`src/rtl/nes_pkg.sv`:
```
// Shared definitions for the NES controller receiver: FSM states, button bit
// positions and the serial frame length.
package nes_pkg;

  localparam int NES_BITS = 8;

  localparam int BTN_A      = 0;
  localparam int BTN_B      = 1;
  localparam int BTN_SELECT = 2;
  localparam int BTN_START  = 3;
  localparam int BTN_UP     = 4;
  localparam int BTN_DOWN   = 5;
  localparam int BTN_LEFT   = 6;
  localparam int BTN_RIGHT  = 7;

  typedef enum logic [2:0] {
    IDLE   = 3'd0,
    LATCH  = 3'd1,
    CLK_LO = 3'd2,
    CLK_HI = 3'd3,
    DONE   = 3'd4
  } nes_state_e;

endpackage

```
`src/rtl/nes_input_sync.sv`:
```
// Two-flop synchroniser for an asynchronous input pin; resets to 1 (released).
module nes_input_sync (
  input  logic clk,
  input  logic rst_n,
  input  logic d_i,
  output logic q_o
);

  logic [1:0] sync_q;

  // Metastability filter: shift the raw pin through two flops.
  always_ff @(posedge clk or negedge rst_n) begin
    if (!rst_n) begin
      sync_q <= 2'b11;
    end else begin
      sync_q <= {sync_q[0], d_i};
    end
  end

  assign q_o = sync_q[1];

endmodule

```
`src/rtl/nes_controller_rx.sv`:
```
// NES controller serial receiver: latch, clock out eight bits, present buttons.
// Optional build macro NES_RX_DEBOUNCE_EN: require two identical reads to update.
module nes_controller_rx
  import nes_pkg::*;
#(
  parameter int unsigned HALF_PERIOD = 151
) (
  input  logic                clk,
  input  logic                rst_n,
  input  logic                start,
  input  logic                nes_data,
  output logic                nes_latch,
  output logic                nes_clk,
  output logic [NES_BITS-1:0] buttons,
  output logic                valid,
  output logic                busy
);

  localparam int CNT_W = $clog2(2 * HALF_PERIOD);
  localparam logic [CNT_W-1:0] CNT_LATCH = CNT_W'(2 * HALF_PERIOD - 1);
  localparam logic [CNT_W-1:0] CNT_HALF  = CNT_W'(HALF_PERIOD - 1);

  nes_state_e          state_q, state_d;
  logic [CNT_W-1:0]    cnt_q, cnt_d;
  logic [2:0]          idx_q, idx_d;
  logic [NES_BITS-1:0] shift_q, shift_d;
  logic [NES_BITS-1:0] buttons_q, buttons_d;
  logic                valid_q, valid_d;
  logic                busy_q, busy_d;
  logic                latch_q, latch_d;
  logic                nclk_q, nclk_d;
  logic                data_sync;
  logic                expired;
`ifdef NES_RX_DEBOUNCE_EN
  logic [NES_BITS-1:0] shadow_q, shadow_d;
`endif

  nes_input_sync u_data_sync (
    .clk   (clk),
    .rst_n (rst_n),
    .d_i   (nes_data),
    .q_o   (data_sync)
  );

  assign expired = (cnt_q == '0);

  // Next-state, phase timer and output decode.
  always_comb begin
    state_d   = state_q;
    cnt_d     = expired ? cnt_q : cnt_q - CNT_W'(1);
    idx_d     = idx_q;
    shift_d   = shift_q;
    buttons_d = buttons_q;
    valid_d   = 1'b0;
    latch_d   = latch_q;
    nclk_d    = nclk_q;
`ifdef NES_RX_DEBOUNCE_EN
    shadow_d  = shadow_q;
`endif
    case (state_q)
      IDLE: begin
        if (start) begin
          state_d = LATCH;
          cnt_d   = CNT_LATCH;
          latch_d = 1'b1;
        end else begin
          latch_d = 1'b0;
        end
      end
      LATCH: begin
        if (expired) begin
          latch_d = 1'b0;
          state_d = CLK_LO;
          cnt_d   = CNT_HALF;
          idx_d   = 3'd0;
        end else begin
          latch_d = 1'b1;
        end
      end
      CLK_LO: begin
        if (expired) begin
          // Line is active low; store as 1 = pressed.
          shift_d[idx_q] = ~data_sync;
          nclk_d         = 1'b1;
          state_d        = CLK_HI;
          cnt_d          = CNT_HALF;
        end else begin
          nclk_d = 1'b0;
        end
      end
      CLK_HI: begin
        if (expired) begin
          nclk_d = 1'b0;
          cnt_d  = CNT_HALF;
          if (idx_q == 3'd7) begin
            // Update buttons on entry so they appear together with valid.
            state_d = DONE;
            valid_d = 1'b1;
`ifdef NES_RX_DEBOUNCE_EN
            if (shift_q == shadow_q) begin
              buttons_d = shift_q;
            end else begin
              buttons_d = buttons_q;
            end
            shadow_d = shift_q;
`else
            buttons_d = shift_q;
`endif
          end else begin
            idx_d   = idx_q + 3'd1;
            state_d = CLK_LO;
          end
        end else begin
          nclk_d = 1'b1;
        end
      end
      DONE: begin
        state_d = IDLE;
        cnt_d   = '0;
      end
      default: begin
        state_d = IDLE;
        cnt_d   = '0;
        latch_d = 1'b0;
        nclk_d  = 1'b0;
      end
    endcase
    busy_d = (state_d != IDLE);
  end

  // State and output registers.
  always_ff @(posedge clk or negedge rst_n) begin
    if (!rst_n) begin
      state_q   <= IDLE;
      cnt_q     <= '0;
      idx_q     <= 3'd0;
      shift_q   <= 8'h00;
      buttons_q <= 8'h00;
      valid_q   <= 1'b0;
      busy_q    <= 1'b0;
      latch_q   <= 1'b0;
      nclk_q    <= 1'b0;
    end else begin
      state_q   <= state_d;
      cnt_q     <= cnt_d;
      idx_q     <= idx_d;
      shift_q   <= shift_d;
      buttons_q <= buttons_d;
      valid_q   <= valid_d;
      busy_q    <= busy_d;
      latch_q   <= latch_d;
      nclk_q    <= nclk_d;
    end
  end

`ifdef NES_RX_DEBOUNCE_EN
  // Previous raw read for the two-read agreement filter.
  always_ff @(posedge clk or negedge rst_n) begin
    if (!rst_n) begin
      shadow_q <= 8'h00;
    end else begin
      shadow_q <= shadow_d;
    end
  end
`endif

  assign nes_latch = latch_q;
  assign nes_clk   = nclk_q;
  assign buttons   = buttons_q;
  assign valid     = valid_q;
  assign busy      = busy_q;

endmodule

```
`config.mk`:
```
export PLATFORM = sky130hd
export DESIGN_NAME = nes_controller_rx
export DESIGN_NICKNAME = d
export VERILOG_FILES = /design/src/rtl/nes_pkg.sv /design/src/rtl/nes_input_sync.sv /design/src/rtl/nes_controller_rx.sv
export SDC_FILE = /design/constraint.sdc
export NUM_CORES = 1
export LEC_CHECK = 0
export ABC_AREA = 1
export CORE_MARGIN = 2
export CORE_UTILIZATION = 55
export CTS_BUF_LIST = sky130_fd_sc_hd__clkbuf_2 sky130_fd_sc_hd__clkbuf_4 sky130_fd_sc_hd__clkbuf_8
export DETAILED_ROUTE_END_ITERATION = 6
export PLACE_DENSITY = 0.81
export SETUP_SLACK_MARGIN = 0.05
export SYNTH_ARGS = -nofsm -noshare
export SYNTH_HDL_FRONTEND = slang
export SYNTH_HIERARCHICAL = 1
export SYNTH_SLANG_ARGS = --single-unit
```
`constraint.sdc`:
```
create_clock -name clk -period 1.7 [get_ports clk]
set_input_delay 0.34 -clock clk [delete_from_list [all_inputs] [get_ports clk]]
set_output_delay 0.34 -clock clk [all_outputs]
set_load 0.005 [all_outputs]
```
Yosys cells after proc, flatten, opt, wreduce, memory -nomap -nowiden
Index checks and enable logic that the tools add are counted.
Widths: inputs -> output; s select.
{"block": "word_totals", "reg_bits": 37, "out_inout_bits": 12, "elab_cells": 59, "inputBits": 4}
{"block": "op_classes", "add_sub_neg": 2, "eq_ne": 8, "bitwise": 1, "order_cmp": 2, "n_mux": 25, "n_reduce_logical": 11}
{"cell": "$mux 9", "n": 3}
{"cell": "$mux 3", "n": 8}
{"cell": "$pmux 9 s2", "n": 1}
{"cell": "$pmux 3 s4", "n": 1}
{"cell": "$logic_not 9->1", "n": 1}
{"cell": "$reduce_or 3->1", "n": 3}
{"cell": "$sub 9x1->9 const B", "n": 1}
{"cell": "$bwmux 8", "n": 1}
{"cell": "$mux 1", "n": 7}
{"cell": "$eq 3x2->1 const B", "n": 2}
{"cell": "$eq 3x3->1 const B", "n": 2}
{"cell": "$ne 2x2->1 const B", "n": 3}
{"cell": "$pmux 1 s3", "n": 2}
{"cell": "$pmux 3 s2", "n": 1}
{"cell": "$lt 3x4->1 const B", "n": 1}
{"cell": "$reduce_and 4->1", "n": 1}
{"cell": "$add 3x1->3 const B", "n": 1}
{"cell": "$demux 1 s3", "n": 1}
{"cell": "$eq 3x1->1 const B", "n": 1}
{"cell": "$ge 3x1->1 const B", "n": 1}
{"cell": "$logic_not 3->1", "n": 1}
{"cell": "$reduce_and 3->1", "n": 1}
{"cell": "$reduce_bool 3->1", "n": 1}
{"cell": "$reduce_and 2->1", "n": 1}
{"cell": "3 further kinds", "n": 3}

Longest topological paths before layout
{"block": "depth", "word_depth": 5, "depth_mapped": 9, "ltp_nobuf": 9}

By module
The synthesis kept the hierarchy.
{"module": "nes_controller_rx", "instances": 1, "area_per_inst_um2": 1855.5, "cells_each": 225, "seq_area_each_um2": 875.8}
{"module": "nes_input_sync", "instances": 1, "area_per_inst_um2": 52.6, "cells_each": 2, "seq_area_each_um2": 52.6}

Least setup slack after synthesis
Ideal clock, no wire load.
{"block": "synth_path", "kind": "register -> register", "from": "register idx_q[1]", "to": "register idx_q[0]", "setup_ns": 0.115, "path_slack_ns": 0.163, "t_arrival_ns": 1.422, "required_ns": 1.585, "stages_incl_launch_ff": 8, "n_path_buf": 0, "synth_period_minus_slack_ns": 1.537, "path_cell_list": "dfrtp_1 -> ha_1 -> ha_1 -> inv_1 -> o21ai_1 -> or2_4 -> o21ai_2 -> inv_2"}
{"block": "synth_via", "elab_chain_cells": 3}
{"element": "start, declared", "line_no": "nes_controller_rx.sv:25", "source": "logic [2:0] idx_q, idx_d;"}
{"element": "start signal, assigned", "line_no": "nes_controller_rx.sv:146", "source": "idx_q <= idx_d;"}
{"element": "$eq 3x3->1", "line_no": "nes_controller_rx.sv:95", "source": "if (idx_q == 3'd7) begin"}
{"element": "$ne 2x2->1 (no line)"}
{"element": "$reduce_and 4->1 (no line)"}
Every way passes these cells.
A chain may end at the register's enable or synchronous reset.

Worst setup path after layout
{"block": "layout_path", "from": "register idx_q[0]", "to": "register idx_q[0]"}
{"block": "layout_via", "elab_chain_cells": 4, "elab_cells_between_ends": 7, "classes_between": "1 x add/sub; 2 x eq/ne; 3 x mux; 1 x reduce/logical"}
{"element": "$add 3x1->3", "line_no": "nes_controller_rx.sv:110", "source": "idx_d = idx_q + 3'd1;"}
{"element": "$mux 3", "line_no": "nes_controller_rx.sv:95"}
{"element": "$mux 3", "line_no": "nes_controller_rx.sv:92", "source": "if (expired) begin"}
{"element": "$pmux 3 s2", "line_no": "nes_controller_rx.sv:60", "source": "case (state_q)"}
Several ways; a longest one is shown, not always the timed one. The select of a mux whose other input is x is not followed.

==> impl_metrics.env <==
export IMPL_finalSetupViolations=0
export IMPL_clockBufferDepth=2
export IMPL_critPathMaxStageDelay_ns=0.42
export IMPL_worstHoldEndpoint="u_data_sync/sync_q[1]"
export IMPL_timing_critical_path_fanout_max=6
export IMPL_grt_max_degree=20
export IMPL_netSwitchingFraction=0.2169
export IMPL_synth_enable_flop_cells=0
export IMPL_power_combinational_fraction=0.021
export IMPL_critPathSlowestCell="sky130_fd_sc_hd__dfrtp_1"
export IMPL_switching_component_of_the_power_uw=334.8
export IMPL_ys_seq_elements=37
export IMPL_wl_um=3953
export IMPL_detail_route_wl_per_cell_um=13.05
export IMPL_worstMarginPinSlew_ns=0.4492
export IMPL_die_x_um=62.90
export IMPL_p_int_mw=1.209
export IMPL_p_clk_frac=0.402
export IMPL_clock_tree_root_buffer_cell="sky130_fd_sc_hd__clkbuf_4"
export IMPL_design_final_nets=264
export IMPL_hold_path_startpoint="u_data_sync/sync_q[0]"
export IMPL_synth_seq_area_share=0.4866
export IMPL_yosysWarnings=6
export IMPL_period_minus_slack_ns=1.566
export IMPL_startpoint_type="register"
export IMPL_p_leak_nw=1.137
export IMPL_ys_top_cells_by_count="sky130_fd_sc_hd__nand2_1 (59), sky130_fd_sc_hd__dfrtp_1 (35), sky130_fd_sc_hd__nor2_1 (20)"
export IMPL_final_util=0.6862
export IMPL_async_reset_ff_frac=1.000
export IMPL_worst_path_most_repeated_cell="sky130_fd_sc_hd__inv_2"
export IMPL_worst_r2r_startpoint="idx_q[0]"
export IMPL_timing_max_transition_violations_final=0
export IMPL_syn_instance_count=227
export IMPL_post_route_drc_count=0
export IMPL_dpl_hpwl_um=2744
export IMPL_ff2ff_setup_slack_ns=0.13
export IMPL_layout_setup_ws_ns=0.1337
export IMPL_net_count_of_the_mapped_netlist=235
export IMPL_synth_main_ff_cell="sky130_fd_sc_hd__dfrtp_1"
export IMPL_cts_htree_levels=2
export IMPL_tritoncts_num_buffers=5
export IMPL_gp_congestion=0.8561
export IMPL_overflow=0
export IMPL_critical_path_capture_point_type="register"
export IMPL_final_hold_viol_count=0
export IMPL_placement_cell_area_mm2=0.002133
export IMPL_placement_io_buffers=15
export IMPL_detailroute_via_count=1567
export IMPL_min_period_over_period=0.9213
export IMPL_worst_ep_required_time_ns=1.95
export IMPL_final_layout_size_suffix_gt1_frac=0.2140
export IMPL_core_area_mm2=0.003337
export IMPL_timing_max_cap_violations=0
export IMPL_synth_top_area_frac=0.4590
export IMPL_avg_inst_size_synth_um2=8.406
export IMPL_num_io_pins=16
export IMPL_final_setup_skew_ns=0.005844
export IMPL_reg2reg_depth=7
export IMPL_hold_path_depth=0
export IMPL_preCtsSetupSlack_ns=0.06432
export IMPL_fin_hold_ws_ns=0.3639
export IMPL_grt_total_usage=0.2176
export IMPL_area_growth_pct=20.00
export IMPL_insertion_delay_ns=0.34
export IMPL_register_clock_pin_slew_on_the_reported_worst_setup_and_hold_paths_ns=0.11
export IMPL_run_status="complete, no violations"
export IMPL_timing_setup_tns_ns=0
export IMPL_crit_chain="ha_1, ha_2, inv_2, o21ai_1, or2_4, o21ai_2, inv_2"
export IMPL_worstPathArrival_ns=1.82
export IMPL_avgViaCountPerCell=5.172
export IMPL_ys_types=29
export IMPL_rsz_0062_raised_after_global_routing="yes"
export IMPL_critical_path_reg2reg_endpoint="idx_q[0]"
export IMPL_syn_area_mm2=0.001908
export IMPL_floorplan_die_area_mm2=0.003956
export IMPL_power_per_cell_area_mw_per_mm2=674.2
export IMPL_finalNonFillerCells=303
export IMPL_fp_row_count=21
export IMPL_fmaxAchievable_ghz=0.6385
export IMPL_postLayoutCellArea_mm2=0.002290
export IMPL_dpl_cell_count=289
export IMPL_effective_utilization_at_floorplan=0.5718
export IMPL_grt_pass1_wl_um=6734
export IMPL_post_synth_top_count_cell="sky130_fd_sc_hd__nand2_1"
export IMPL_synth_area_leaders="sky130_fd_sc_hd__dfrtp_1 (46%), sky130_fd_sc_hd__nand2_1 (12%), sky130_fd_sc_hd__nand3_1 (4.7%), sky130_fd_sc_hd__o21ai_1 (4.2%), sky130_fd_sc_hd__nor2_1 (3.9%)"
export IMPL_first_global_vias=1499
export IMPL_pwr_share_seq=0.576
export IMPL_final_fill_count=278
export IMPL_drt_first_pass_iters=4
export IMPL_cts_sink_count=37
export IMPL_irDropWorstVdd_v=0.0004622
export IMPL_initial_antenna_violation_count=0
export IMPL_antenna_left=0
export IMPL_initialDrtViolationCount=79
export IMPL_worst_hold_path_type="reg2reg"
export IMPL_setup_worst_path_class="reg2reg"
export IMPL_tritoncts="done"
export IMPL_finalPower_mw=1.544
export IMPL_synth_largest_area_cell="sky130_fd_sc_hd__dfrtp_1"
export IMPL_worst_slew_margin_relative_to_its_limit=0.7006
export IMPL_die_h_um=62.90
export IMPL_antenna_cells_inserted=0
[power by group through the flow]
| stage | registers [mW] | clock network, mW | logic, mW |
|---|---|---|---|
| 6_report | 0.890 | 0.621 | 0.0331 |
| 5_1_grt | 0.891 | 0.678 | 0.0383 |
| 4_1_cts | 0.890 | 0.639 | 0.0343 |
| 3_5_place_dp | 0.907 | 0 | 0.0327 |
| 3_3_place_gp | 0.906 | 0 | 0.0323 |
| 2_1_floorplan | 0.906 | 0 | 0.00271 |
[how the worst max path moves through the flow]
stage	from	endpoint	slack, ns	cells after the start
global placement	idx_q[1]	idx_q[0]	0.13	7
floorplan	idx_q[1]	idx_q[0]	0.16	7
CTS	cnt_q[1]	buttons[1]	0.07	8
detailed placement	idx_q[1]	idx_q[0]	0.06	7
global route	cnt_q[1]	shift_q[2]	0.04	8
finish	idx_q[0]	idx_q[0]	0.13	7
[layout by cell type (no fill, tap or decap), drive strengths merged, types with 4 or more instances in the layout]
| cell | Yosys | layout |
|---|---|---|
| clkbuf | 0 | 5 |
| o21ai | 29 | 29 |
| buf | 2 | 9 |
| a21oi | 6 | 6 |
| nor3 | 4 | 4 |
| nor2 | 26 | 26 |
| ha | 4 | 4 |
| nand3 | 20 | 20 |
| nand2 | 67 | 67 |
| dfrtp | 35 | 35 |
| clkdlybuf4s50 | 0 | 14 |
| inv | 21 | 21 |
[critical path: cells and delay by family (launching register included)]
| family | cells | cell delay (ns) |
|---|---|---|
| adder cells (fa/ha/maj) | 2 | 0.41 |
| buffers and inverters | 2 | 0.13 |
| AND/OR/NAND/NOR | 1 | 0.29 |
| AO/OA/AOI/OAI | 2 | 0.23 |
| flip-flops | 1 | 0.42 |
[layout make-up]
type | instances | area [µm²] | area share
Timing Repair Buffer | 24 | 227.7 | 0.09945
Inverter | 23 | 86.33 | 0.03770
Clock buffer | 5 | 37.54 | 0.01639
Multi-Input combinational cell | 165 | 905.9 | 0.3956
Clock inverter | 3 | 46.29 | 0.02022
Tap cell | 46 | 57.56 | 0.02514
Sequential cell | 37 | 928.4 | 0.4055
[logic make-up (layout without fill, tap and decap cells)]
logic type	Yosys count	in the layout	synth area share
DFF	37	37	0.4866
adders and majority gates	4	4	0.02623
AOI/OAI and AO/OA	38	38	0.1049
and+or+nand+nor	121	121	0.3213
xor gates and xnor gates	2	2	0.009182
buffers and inverters	25	55	0.05181
[registers in the layout, indices dropped and copies added, names as in the netlist]
signal	count
cnt_q	9
buttons	8
shift_q	8
idx_q	3
state_q	3
u_data_sync/sync_q	2
busy	1
nes_clk	1
nes_latch	1
valid	1
[metal layers]
layer	routed length, µm	track usage
met5	0	0
met4	73	0.07500
met3	128	0.05586
met2	1871	0.3298
met1	1880	0.3039
[repair_timing]
| item | in CTS | in global routing |
|---|---|---|
| hold buffers | 1 | 0 |
| buffers inserted | 1 | 4 |
| endpoints found under the setup margin | 1 | 18 |
| pin swaps | 0 | 5 |
| gates resized for setup | 0 | 9 |
| endpoints found under the hold margin | 16 | 0 |
No activity file was read; power rests on OpenSTA's default activity.
